`config.mk`:
```
export PLATFORM = sky130hd
export DESIGN_NAME = bcd_display_scanner
export DESIGN_NICKNAME = d
export VERILOG_FILES = /design/src/rtl/bcd_pkg.sv /design/src/rtl/bcd_to_seg.sv /design/src/rtl/bcd_display_scanner.sv
export SDC_FILE = /design/constraint.sdc
export NUM_CORES = 1
export LEC_CHECK = 0
export ABC_CLOCK_PERIOD_IN_PS = 2450
export CAP_MARGIN = 40
export CORE_MARGIN = 2
export CORE_UTILIZATION = 50
export DETAILED_ROUTE_END_ITERATION = 8
export PLACE_DENSITY = 0.79
export SLEW_MARGIN = 5
export SYNTH_ARGS = -nofsm -noshare
export SYNTH_HDL_FRONTEND = slang
export SYNTH_SLANG_ARGS = --single-unit
```
`constraint.sdc`:
```
create_clock -name clock -period 2.45 [get_ports clock]
set_clock_uncertainty 0.15 [all_clocks]
set_input_delay 0.49 -clock clock [delete_from_list [all_inputs] [get_ports clock]]
set_output_delay 0.49 -clock clock [all_outputs]
set_load 0.1 [all_outputs]
```
`src/rtl/bcd_pkg.sv`:
```
// Shared constants and helpers for the BCD seven-segment display scanner.
// Segment patterns are active-low, ordered {g,f,e,d,c,b,a}.
package bcd_pkg;

    localparam int unsigned BCD_W = 4;
    localparam int unsigned SEG_W = 7;

    localparam logic [SEG_W-1:0] SEG_0    = 7'h40;
    localparam logic [SEG_W-1:0] SEG_1    = 7'h79;
    localparam logic [SEG_W-1:0] SEG_2    = 7'h24;
    localparam logic [SEG_W-1:0] SEG_3    = 7'h30;
    localparam logic [SEG_W-1:0] SEG_4    = 7'h19;
    localparam logic [SEG_W-1:0] SEG_5    = 7'h12;
    localparam logic [SEG_W-1:0] SEG_6    = 7'h02;
    localparam logic [SEG_W-1:0] SEG_7    = 7'h78;
    localparam logic [SEG_W-1:0] SEG_8    = 7'h00;
    localparam logic [SEG_W-1:0] SEG_9    = 7'h10;
    localparam logic [SEG_W-1:0] SEG_DASH = 7'h3F;
    localparam logic [SEG_W-1:0] SEG_OFF  = 7'h7F;

    // Index width for a counter over n values; never narrower than one bit.
    function automatic int unsigned idx_width(input int unsigned n);
        return (n <= 1) ? 1 : $clog2(n);
    endfunction

endpackage

```
`src/rtl/bcd_to_seg.sv`:
```
// Combinational BCD to active-low seven-segment decoder; codes 10-15 show a dash.
module bcd_to_seg
    import bcd_pkg::*;
(
    input  logic [BCD_W-1:0] bcd_i,
    output logic [SEG_W-1:0] seg_n_o
);

    always_comb begin
        seg_n_o = SEG_DASH;
        case (bcd_i)
            4'd0:    seg_n_o = SEG_0;
            4'd1:    seg_n_o = SEG_1;
            4'd2:    seg_n_o = SEG_2;
            4'd3:    seg_n_o = SEG_3;
            4'd4:    seg_n_o = SEG_4;
            4'd5:    seg_n_o = SEG_5;
            4'd6:    seg_n_o = SEG_6;
            4'd7:    seg_n_o = SEG_7;
            4'd8:    seg_n_o = SEG_8;
            4'd9:    seg_n_o = SEG_9;
            default: seg_n_o = SEG_DASH;
        endcase
    end

endmodule

```
`src/rtl/bcd_display_scanner.sv`:
```
// Time-multiplexed common-anode seven-segment scanner with frame-synchronous
// loading, leading-zero blanking, invalid-code dash and anode dead time.
module bcd_display_scanner
    import bcd_pkg::*;
#(
    parameter int unsigned DIGITS   = 4,
    parameter int unsigned SCAN_DIV = 1000,
    parameter bit          BLANK_LZ = 1'b1
) (
    input  logic                          clock,
    input  logic                          clear,
    input  logic [BCD_W*DIGITS-1:0]       digits_in,
    input  logic [DIGITS-1:0]             dp_in,
    input  logic                          load,
    output logic [SEG_W-1:0]              seg_n,
    output logic                          dp_n,
    output logic [DIGITS-1:0]             an_n,
    output logic [idx_width(DIGITS)-1:0]  slot,
    output logic                          frame_done
);

    localparam int unsigned SLOT_W = idx_width(DIGITS);
    localparam int unsigned DIV_W  = idx_width(SCAN_DIV);
    localparam int unsigned DATA_W = BCD_W * DIGITS;

    logic [DIV_W-1:0]  div_q, div_d;
    logic [SLOT_W-1:0] slot_q, slot_d;
    logic [DATA_W-1:0] disp_q, disp_d;
    logic [DIGITS-1:0] disp_dp_q, disp_dp_d;
    logic [DATA_W-1:0] shadow_q, shadow_d;
    logic [DIGITS-1:0] shadow_dp_q, shadow_dp_d;
    logic              pending_q, pending_d;

    logic [SEG_W-1:0]  seg_q, seg_d;
    logic              dp_n_q, dp_n_d;
    logic [DIGITS-1:0] an_n_q, an_n_d;
    logic [SLOT_W-1:0] slot_out_q;
    logic              frame_done_q;

    logic              tick;
    logic              last_slot;
    logic              boundary;

    logic [BCD_W-1:0]  sel_dig;
    logic              sel_dp;
    logic              sel_blank;
    logic              lz_run;
    logic              blank_k;
    logic [SEG_W-1:0]  dec_seg;

    assign tick      = (div_q == DIV_W'(SCAN_DIV - 1));
    assign last_slot = (slot_q == SLOT_W'(DIGITS - 1));
    assign boundary  = tick && last_slot;

    // Prescaler, slot counter and the shadow/display handoff.
    always_comb begin
        div_d       = tick ? '0 : div_q + DIV_W'(1);
        slot_d      = slot_q;
        disp_d      = disp_q;
        disp_dp_d   = disp_dp_q;
        shadow_d    = shadow_q;
        shadow_dp_d = shadow_dp_q;
        pending_d   = pending_q;

        if (tick) begin
            slot_d = last_slot ? '0 : slot_q + SLOT_W'(1);
        end

        if (boundary) begin
            // A load landing on the boundary itself beats anything still pending.
            if (load) begin
                disp_d    = digits_in;
                disp_dp_d = dp_in;
            end else if (pending_q) begin
                disp_d    = shadow_q;
                disp_dp_d = shadow_dp_q;
            end
            pending_d = 1'b0;
        end else if (load) begin
            shadow_d    = digits_in;
            shadow_dp_d = dp_in;
            pending_d   = 1'b1;
        end
    end

    // Select the scanned digit; blanking walks down from the top digit while it stays zero.
    always_comb begin
        sel_dig   = '0;
        sel_dp    = 1'b0;
        sel_blank = 1'b0;
        lz_run    = 1'b1;
        blank_k   = 1'b0;
        for (int k = int'(DIGITS) - 1; k >= 0; k--) begin
            lz_run  = lz_run && (disp_q[BCD_W*k +: BCD_W] == '0);
            blank_k = BLANK_LZ && (k > 0) && lz_run && !disp_dp_q[k];
            if (slot_q == SLOT_W'(k)) begin
                sel_dig   = disp_q[BCD_W*k +: BCD_W];
                sel_dp    = disp_dp_q[k];
                sel_blank = blank_k;
            end
        end
    end

    bcd_to_seg u_dec (
        .bcd_i   (sel_dig),
        .seg_n_o (dec_seg)
    );

    always_comb begin
        seg_d  = sel_blank ? SEG_OFF : dec_seg;
        dp_n_d = ~sel_dp;
        an_n_d = (div_q == '0) ? '1 : ~(DIGITS'(1) << slot_q);
    end

    always_ff @(posedge clock or posedge clear) begin
        if (clear) begin
            div_q        <= '0;
            slot_q       <= '0;
            disp_q       <= '0;
            disp_dp_q    <= '0;
            shadow_q     <= '0;
            shadow_dp_q  <= '0;
            pending_q    <= 1'b0;
            seg_q        <= SEG_OFF;
            dp_n_q       <= 1'b1;
            an_n_q       <= '1;
            slot_out_q   <= '0;
            frame_done_q <= 1'b0;
        end else begin
            div_q        <= div_d;
            slot_q       <= slot_d;
            disp_q       <= disp_d;
            disp_dp_q    <= disp_dp_d;
            shadow_q     <= shadow_d;
            shadow_dp_q  <= shadow_dp_d;
            pending_q    <= pending_d;
            seg_q        <= seg_d;
            dp_n_q       <= dp_n_d;
            an_n_q       <= an_n_d;
            slot_out_q   <= slot_q;
            frame_done_q <= boundary;
        end
    end

    assign seg_n      = seg_q;
    assign dp_n       = dp_n_q;
    assign an_n       = an_n_q;
    assign slot       = slot_out_q;
    assign frame_done = frame_done_q;

endmodule

```
==> results.md <==
* Maximum net fanout on the critical path at 17
* Global-route usage over all layers at ~17%
* Post-route worst setup slack at roughly 170 ps
* Number of violations of the max-capacitance limit at 0
* Routed wire length at approximately 5700 um
* Via count at approximately 2100
* Cells traversed along the worst timing path: inv_1 > ha_2 > or4_1 > or4_4 > a22oi_1
* Area of the die at between 7000 and 8000 sq um
* CTS tree: built
* Detail-routed net length per standard cell at between 10 and 15 um
* Share of synthesized registers carrying an async set or reset at 100%
* FF-to-FF path depth at 5
* Number of synthesized flops with an enable pin at 0
* Pleak at around 1.7 nW
* Number of hold violations in the final report at 0
* Antenna violations before repair at 0
* Effective utilization at floorplan at roughly half
* CP required at approximately 2600 ps
* Overflow left after global routing at 0
* Slowest stage cell, crit path: or4_4
* Achievable frequency at around 440 MHz
* Via count of the first global-routing pass at roughly 2100
* Total number of placement rows at 29
* Net count, final at between 300 and 400
* Summed instance area of the synthesized netlist at 3220 sq um
* CP max stage delay at 570 ps
* Buffer cell driving the clock tree root: clkbuf_8
* Fraction of the yosys area taken by sequential cells at approximately 53%
* Number of routed nets with antenna violations at 0
* Source of the worst register-to-register timing path: slot_q[0]
* Destination of the worst hold path: dp_n
* Number of post-CTS setup repair buffers at 0
* Remaining max-slew budget at the tightest pin at about two thirds
* I/O pins at 38
* CP Class: reg -> reg
* Drt first-iter violations at roughly 140
* Storage cell area at ~1700 sq um
* Seq cells post-synth at 68
* Total negative slack for setup checks at 0 ps
* Setup violation total in the final timing report at 0
* Critical Path Source Type: flip-flop
* Placeable core region at approximately 6300 sq um
* Reg-to-reg slack, setup at about 170 ps
* Number of instances in the synthesized netlist at 260
* Estimated wirelength of the detail-placed design at approximately 4000 um
* Weighted congestion at the end of routability-driven global placement at a little under 0.9
* Place WS at between 100 and 150 ps
* Hold Path Origin: disp_dp_q[0]
* CTS Buf Count at 9
* Worst Hold Slack at 276 ps
* Met1 Wirelength at 2650 um
* Type of the tightest min-delay check: reg -> reg
* Filler instances at 490
* VDD IR-drop max at between 0.3 and 0.4 mV
* First-pass GRT wire length at 9760 um
* Share of final-layout standard cells stronger than drive strength 1 at a little under two fifths
* Crit end category: flip-flop
* Number of I/O port buffers at 37
* Buf+Inv Stages, Crit Path at 1
* Mean cell area of the mapped netlist at between 10 and 15 sq um
* Chip Height at ~84 um
* N_diodes at 0
* Max Transition Viols Final at 0
* Synth warnings at 0
* Post-route DRC at 0
* Detailed route wirelength on metal3 at 214 um
* Worst hold path depth at 1
* Via/cell ratio at roughly 5.5
* Drt first pass iters at 5
* Unique cell type count in the Yosys netlist at between 40 and 50
* Width of the die at ~84 um
* Power per standard cell area at between 500 and 600 nW/um^2
* Clock sink count at between 60 and 70
* Setup repair after global routing missed its margin: no
* Met2 wire length at ~2700 um
* Worst reg2reg endpoint: seg_n[0]
* Outcome: finished, final reports clean
* Data arrival time of the worst path at between 2000 and 2500 ps
* Multi-input gate area at about 1400 sq um
* Share of the clock period used by the worst path after layout at ~93%
* Net count after synthesis at 290
* Insertion delay of the later-clocked pin in the worst-skew pair at about 340 ps
* Clock H-tree levels at 3
* Ys flop type: dfrtp_1
* Top routing layer in use: met4
* Tmin final at ~2300 ps
* Clock transition time at the flip-flop clock pins of the worst setup and hold paths at approximately 70 ps
* Area growth from synthesis to layout at 21.2%
* Largest net degree at the start of global routing at between 60 and 70
* Transition at the pin with the smallest max-transition slack at between 500 and 600 ps
* Largest delay share family, worst path: simple AND/OR/NAND/NOR gates
* Number of buffers on the longest clock path at 2
[cell families after synthesis]
| family | after synthesis | synth area share [%] |
|---|---|---|
| adder cells (fa/ha/maj) | 7 | 2.72 |
| multiplexers | 61 | 21.2 |
| flip-flops | 68 | 53.3 |
| AO/OA/AOI/OAI | 32 | 6.88 |
| XOR/XNOR | 6 | 1.63 |
| buffers and inverters | 23 | 3.15 |
| AND/OR/NAND/NOR | 63 | 11.1 |
[cell usage after synthesis, types with 5 or more instances]
master	count	area share [%]
dfrtp_1	56	44
mux2_2	56	20
nor2_1	15	1.7
dfstp_2	12	9.8
inv_1	9	1.0
nand2_1	9	1.0
a211oi_1	8	1.9
ha_1	7	2.7
o21ai_0	7	1.1
buf_2	6	0.93
a21oi_1	5	0.78
clkbuf_1	5	0.58
mux2i_1	5	1.6
nor2b_1	5	0.97
nor3b_1	5	1.2
[cell usage in the layout (no fill, tap or decap), types with 5 or more instances in the layout]
cell type	instances
mux2_2	56
dfrtp_1	56
clkdlybuf4s50_1	22
buf_4	18
nor2_1	15
dfstp_2	12
clkbuf_8	11
nand2_1	9
inv_1	8
a211oi_1	8
o21ai_0	7
mux2i_1	5
nor3b_1	5
nor2b_1	5
a21oi_1	5
[per-stage QoR]
step / total power (W) / cell area (sq um) / instances / util [%]
6_report: 0.00225 / 3900 / 383 / 62.1
5_1_grt: 0.00235 / 3900 / 383 / 62.1
4_1_cts: 0.00228 / 3890 / 383 / 61.9
3_5_place_dp: 0.00136 / 3690 / 367 / 58.7
3_3_place_gp: 0.00135 / 3690 / 367 / 58.7
2_1_floorplan: 0.00128 / 3220 / 260 / -
[where the power goes]
part           switching, W  internal, W  leakage [nW]
sequential        0.0000146      0.00116         0.832
clock              0.000397     0.000518         0.109
combinational     0.0000607    0.0000986         0.780
[metal layers]
| metal | vias to the layer above | GRT usage [%] |
|---|---|---|
| li1 | 1014 | - |
| met1 | 1021 | 23.0 |
| met2 | 56 | 26.8 |
| met3 | 11 | 3.54 |
| met4 | 0 | 9.82 |
| met5 | - | 0 |
[worst max-delay path by stage]
stage / startpoint / to / slack [ps] / cells after the start
after CTS: slot_q[0] / seg_n[0] / 60 / 5
after global routing: slot_q[0] / seg_n[2] / 3 / 6
after floorplan: clear / disp_dp_q[0] / 120 / 1
final: slot_q[0] / seg_n[0] / 170 / 5
after detailed placement: slot_q[0] / seg_n[0] / 110 / 5
after global placement: slot_q[0] / seg_n[0] / 180 / 5
[final cells by class]
class | instances | share of cell area [%]
sequential | 68 | 44.0
multi-input combinational | 169 | 36.3
timing repair buffer | 44 | 11.2
clock buffer | 11 | 3.88
tap | 77 | 2.47
clock inverter | 5 | 1.28
inverter | 9 | 0.866
[repair_timing]
item / 4_1_cts / 5_1_grt
hold buffers: 0 / 0
endpoints found under the setup margin: 0 / 6
resized for setup: 0 / 4
[flip-flops by register name, summed over array words and instances (netlist names)]
name	count
frame_done	1
disp_q	16
an_n	4
slot	2
shadow_q	16
dp_n	1
shadow_dp_q	4
seg_n	7
div_q	10
pending_q	1
disp_dp_q	4
slot_q	2
Power figures use the tool's default switching activity.
